`config.mk`:
```
export PLATFORM = sky130hd
export DESIGN_NAME = div_issue_ctrl
export DESIGN_NICKNAME = d
export VERILOG_FILES = /design/src/rtl/div_issue_ctrl.sv
export SDC_FILE = /design/constraint.sdc
export NUM_CORES = 1
export LEC_CHECK = 0
export CAP_MARGIN = 20
export CORE_ASPECT_RATIO = 0.6
export CORE_MARGIN = 4
export CORE_UTILIZATION = 48
export CTS_BUF_LIST = sky130_fd_sc_hd__clkbuf_8
export CTS_CLUSTER_DIAMETER = 50
export DETAILED_ROUTE_END_ITERATION = 12
export PLACE_DENSITY = 0.89
export SLEW_MARGIN = 15
export SYNTH_ARGS = -nofsm -noshare
export SYNTH_HDL_FRONTEND = slang
export SYNTH_SLANG_ARGS = --single-unit
```
`constraint.sdc`:
```
create_clock -name clk -period 4.6 [get_ports clk]
set_input_delay 0.92 -clock clk [delete_from_list [all_inputs] [get_ports clk]]
set_output_delay 0.92 -clock clk [all_outputs]
set_load 0.005 [all_outputs]
```
`src/rtl/div_issue_ctrl.sv`:
```
// div_issue_ctrl: issues signed/unsigned DIV/MOD to an iterative core, handles bypass cases, sign fix-up and flush
module div_issue_ctrl #(
  parameter int WIDTH = 32
) (
  input  logic             clk,
  input  logic             rst,
  input  logic             flush,
  input  logic             req_valid,
  output logic             req_ready,
  input  logic             req_signed,
  input  logic             req_rem,
  input  logic [WIDTH-1:0] req_x,
  input  logic [WIDTH-1:0] req_y,
  output logic             div_start,
  output logic [WIDTH-1:0] div_x,
  output logic [WIDTH-1:0] div_y,
  input  logic             div_busy,
  input  logic [WIDTH-1:0] div_z,
  input  logic [WIDTH-1:0] div_r,
  output logic             res_valid,
  input  logic             res_ready,
  output logic [WIDTH-1:0] res_data,
  output logic             stall
);
  typedef enum logic [2:0] {IDLE, START, WAIT_HI, WAIT_LO, BYPASS, DONE, DRAIN} state_t;
  localparam logic [WIDTH-1:0] MIN = {1'b1, {(WIDTH-1){1'b0}}};
  state_t state, state_nxt;
  logic sx, sy, rem;
  logic accept, x_neg, y_neg, y_zero, ovf;
  logic [WIDTH-1:0] q_fix, r_fix, byp_res;
  assign accept  = req_valid && req_ready && !flush;
  assign x_neg   = req_signed && req_x[WIDTH-1];
  assign y_neg   = req_signed && req_y[WIDTH-1];
  assign y_zero  = req_y == '0;
  assign ovf     = req_signed && req_x == MIN && req_y == '1;
  assign q_fix   = (sx ^ sy) ? -div_z : div_z;
  assign r_fix   = sx ? -div_r : div_r;
  assign byp_res = y_zero ? (req_rem ? req_x : '1) : (req_rem ? '0 : MIN);
  always_comb begin
    state_nxt = state;
    req_ready = state == IDLE && !div_busy;
    div_start = state == START;
    res_valid = state == DONE;
    stall     = state != IDLE && state != DRAIN;
    case (state)
      IDLE:    state_nxt = accept ? ((y_zero || ovf) ? BYPASS : START) : IDLE;
      START:   state_nxt = flush ? DRAIN : WAIT_HI;
      WAIT_HI: state_nxt = flush ? DRAIN : (div_busy ? WAIT_LO : WAIT_HI);
      WAIT_LO: state_nxt = flush ? DRAIN : (div_busy ? WAIT_LO : DONE);
      BYPASS:  state_nxt = flush ? IDLE : DONE;
      DONE:    state_nxt = (flush || res_ready) ? IDLE : DONE;
      DRAIN:   state_nxt = div_busy ? DRAIN : IDLE;
      default: state_nxt = IDLE;
    endcase
  end
  // bypass result is staged at accept; the core path overwrites it when the core finishes
  always_ff @(posedge clk or posedge rst) begin
    if (rst) begin
      state    <= IDLE;
      div_x    <= '0;
      div_y    <= '0;
      res_data <= '0;
      sx       <= 1'b0;
      sy       <= 1'b0;
      rem      <= 1'b0;
    end else begin
      state <= state_nxt;
      if (accept) begin
        div_x    <= x_neg ? -req_x : req_x;
        div_y    <= y_neg ? -req_y : req_y;
        sx       <= x_neg;
        sy       <= y_neg;
        rem      <= req_rem;
        res_data <= byp_res;
      end
      if (state == WAIT_LO && !div_busy && !flush) res_data <= rem ? r_fix : q_fix;
    end
  end
endmodule

```
==> summary.txt <==
Outcome
  – Status: complete, no violations

Floorplan
  – Placement row count: 34
  – DIE WIDTH: 165.0 um
  – Area inside the core boundary: 0.01451 sq mm
  – Vertical extent of the die: 102.2 um
  – DIE AREA: 0.01687 sq mm
  – Initial core utilization: slightly below 50%
  – # IOs: about 240

Critical path
  – Crit path max-delay cell type: sky130_fd_sc_hd__nor4_1
  – Required time of the critical path: ~4800 ps
  – CP dominant cell by count: sky130_fd_sc_hd__o21ai_0
  – Register-to-register setup slack: approximately 2100 ps
  – CP Data Arrival Time: 3730 ps
  – Worst Setup Start Kind: primary input
  – Critical path class: in -> reg
  – Biggest fanout along the worst timing path: 6
  – CP endpoint kind: flop
  – Peak per-stage delay on the critical path: just under 700 ps
  – Sequence of cells on the critical path: clkdlybuf4s50_1, nor4_1, nand4_1, or3_1, o21ai_0, xor2_1, o21ai_0

STA
  – Pin slew with the least headroom to its limit: 1137 ps
  – Setup total negative slack: 0 ps
  – Final Hold Vio Count: 0
  – Final Max Tran Viols: 0
  – Setup-failing EPs final: 0
  – Final Cycle Share: between 70 and 80%
  – RSZ-0062 raised after global routing: false
  – Headroom to the max-slew limit: 23.96%
  – Min Tclk post-route: 3522 ps
  – Worst clock skew: roughly 11 ps
  – Peak clock frequency supported by timing: approximately 280 MHz
  – Tightest hold margin: 490.4 ps

Detailed routing
  – Initial DRC Count: 968
  – Vias per cell: approximately 6
  – Vias post-DR: 7,696
  – Total routed wirelength: 25,940 um
  – Average wire per cell in the routed design: 20.39 um
  – Post-DRT Antenna Nets: 0
  – Number of remaining DRC errors: 0
  – Drt pass-1 iters: 6

Global routing
  – Total routing usage reported by global routing: 30.23%
  – Global-route wire length before repair: 39,880 um
  – Initial antenna violation count: 0
  – Vias in the first global route: 7,248
  – Total grt overflow: 0
  – Maximum number of pins on one net before global-route repair: 118

Clock network
  – Number of resized instances in the post-cts repair step: 0
  – Clock-pin slew reported for the worst setup and hold paths after clock tree synthesis: 100 ps
  – Number of buffers added for setup after CTS: 0
  – Clock Root Buffer: sky130_fd_sc_hd__clkbuf_8
  – H-tree levels: 3
  – Maximum root-to-sink buffer count: 2
  – Total clock sinks: 102
  – Total clock buffers created by CTS: 9
  – Clock Latency Late Sink: 360 ps
  – Post-CTS Hold Fix Bufs: 0
  – CTS tree: done

Synth
  – Largest area contributor in the netlist: sky130_fd_sc_hd__dfrtp_1
  – Register area share after synthesis: 35.93%
  – Total number of yosys warnings: 0
  – Leading cell types by count after synthesis: sky130_fd_sc_hd__nand2_1, sky130_fd_sc_hd__o21ai_0, sky130_fd_sc_hd__dfrtp_1, sky130_fd_sc_hd__xor2_1, sky130_fd_sc_hd__nor2_1
  – Most used flip-flop cell after synthesis: sky130_fd_sc_hd__dfrtp_1
  – Yosys cell types: 60
  – Share of flip-flops with an asynchronous set or reset after synthesis: 100.0%
  – Post-synth EDFFs: 0
  – Syn Area/Cell: a little over 8 sq um
  – Flip-flop and latch count after synthesis: 102
  – Leading cell type by number of instances after synthesis: sky130_fd_sc_hd__nand2_1
  – Post-Syn Nets: around 1,000
  – Synth top area cells: sky130_fd_sc_hd__dfrtp_1, sky130_fd_sc_hd__xor2_1, sky130_fd_sc_hd__o21ai_0, sky130_fd_sc_hd__nand2_1, sky130_fd_sc_hd__xnor2_1
  – Area share of the leading cell type in the synthesized netlist: about 36%
  – Post-Synthesis Cells: 860
  – Netlist area before placement: 0.007103 sq mm

Power and ir drop
  – Pwr dens: 458.0 mW/mm^2
  – Worst vdd rail ir drop: between 0.0002 and 0.00025 V
  – Leakage component of the power: roughly 3.9 nW

Placed design
  – Sum of net half-perimeters after detailed placement: roughly 20,000 um
  – Cell Area, Placed: 0.009613 sq mm
  – Gpl congestion: slightly above 1
  – Number of port buffers: 235

Finish
  – Layout-stage area growth over the synthesis result: 38.29%
  – Share of layout cells above drive strength 1: about 4.9%
  – Antenna diode count: 0
  – Non-Filler Cell Area, Final: about 0.0098 sq mm
  – Number of nets in the final layout: 1,210

Job
  – Max-capacitance violation count: 0

Min path
  – Worst hold path class: reg -> reg
## layout make-up
class / instances / area, sq um
Multi-Input combinational cell: 691 / 4300
Clock buffer: 11 / 151.4
Timing Repair Buffer: 247 / 2442
Tap cell: 198 / 247.7
Fill cell: 1208 / 4683
Clock inverter: 5 / 58.81
Sequential cell: 102 / 2552
Inverter: 18 / 70.07
## cells in the final DEF (no fill, tap or decap), drive strengths merged, types with 5 or more instances in the layout
master / count
a221oi: 7
dfrtp: 102
buf: 12
nand2b: 13
or4: 11
a21oi: 29
nand2: 125
ha: 5
a22oi: 10
xnor2: 45
clkdlybuf4s50: 235
o41ai: 16
clkbuf: 11
nor3: 20
or3: 13
nor4: 19
o21ai: 120
nand4: 14
xor2: 75
nor2: 60
nand3: 18
o211ai: 11
inv: 18
o31ai: 21
a31oi: 13
or2: 7
## state kept, by name (all words and copies together) (netlist names)
signal and flops:
res_data 32, state 3, sy 1, sx 1
div_y 32, div_x 32, rem 1
## metal layers
layer,wire (um),track usage [%],vias to the layer above
met5,0,0,-
met1,11190,45.05,3645
met3,3539,10.28,45
met4,439,5.751,0
met2,10780,42.83,497
li1,-,-,3509
## path summary, 6_finish.rpt
| check | startpoint | endpoint | depth (start not counted) |
|---|---|---|---|
| worst max-delay path | req_x[6] | div_x[26]$_DFFE_PP0N_ | 7 |
| worst min-delay path | div_x[11]$_DFFE_PP0N_ | div_x[11]$_DFFE_PP0N_ | 2 |
| worst max register to register | state[2]$_DFF_PP0_ | res_data[16]$_DFFE_PP0P_ | 5 |
| worst min register to register | div_x[11]$_DFFE_PP0N_ | div_x[11]$_DFFE_PP0N_ | 2 |
| max in group asynchronous | rst | res_data[20]$_DFFE_PP0P_ | 3 |
| min in group asynchronous | rst | div_y[26]$_DFFE_PP0N_ | 2 |
## cell families (layout without fill, tap and decap cells)
group                      count (synthesis)  in the layout  share of synthesized area [%]
AOI/OAI and AO/OA                        250            250                          22.39
buffers and inverters                     67            281                          3.734
DFF                                      102            102                          35.93
muxes                                      2              2                         0.2819
adders and majority gates                  5              5                         0.8807
xor gates and xnor gates                 120            120                          14.80
and+or+nand+nor                          314            314                          21.98
## through the flow
step                total power [mW]  std cells  utilization [%]  worst slack [ps]
detailed placement             3.890       1256            66.27             830.2
finish                         4.499       1272            67.72              1078
floorplan                      2.629        860                -              1005
global route                   4.821       1272            67.72              1020
CTS                            4.500       1272            67.72              1217
global placement               3.825       1256            66.27             975.4
## worst max-delay path, delay by kind of cell
kind,cells,cell delay (ps)
and+or+nand+nor,3,1640
buffers and inverters,1,530
AOI/OAI and AO/OA,2,470
xor gates and xnor gates,1,170
## report_power, final
group	total [mW]	switching [mW]	internal (mW)
Sequential	1.56	0.291	1.27
Clock	0.594	0.312	0.282
Combinational	2.35	1.09	1.26
Total	4.50	1.70	2.80
Note: power is estimated with default switching activity, not from simulation.
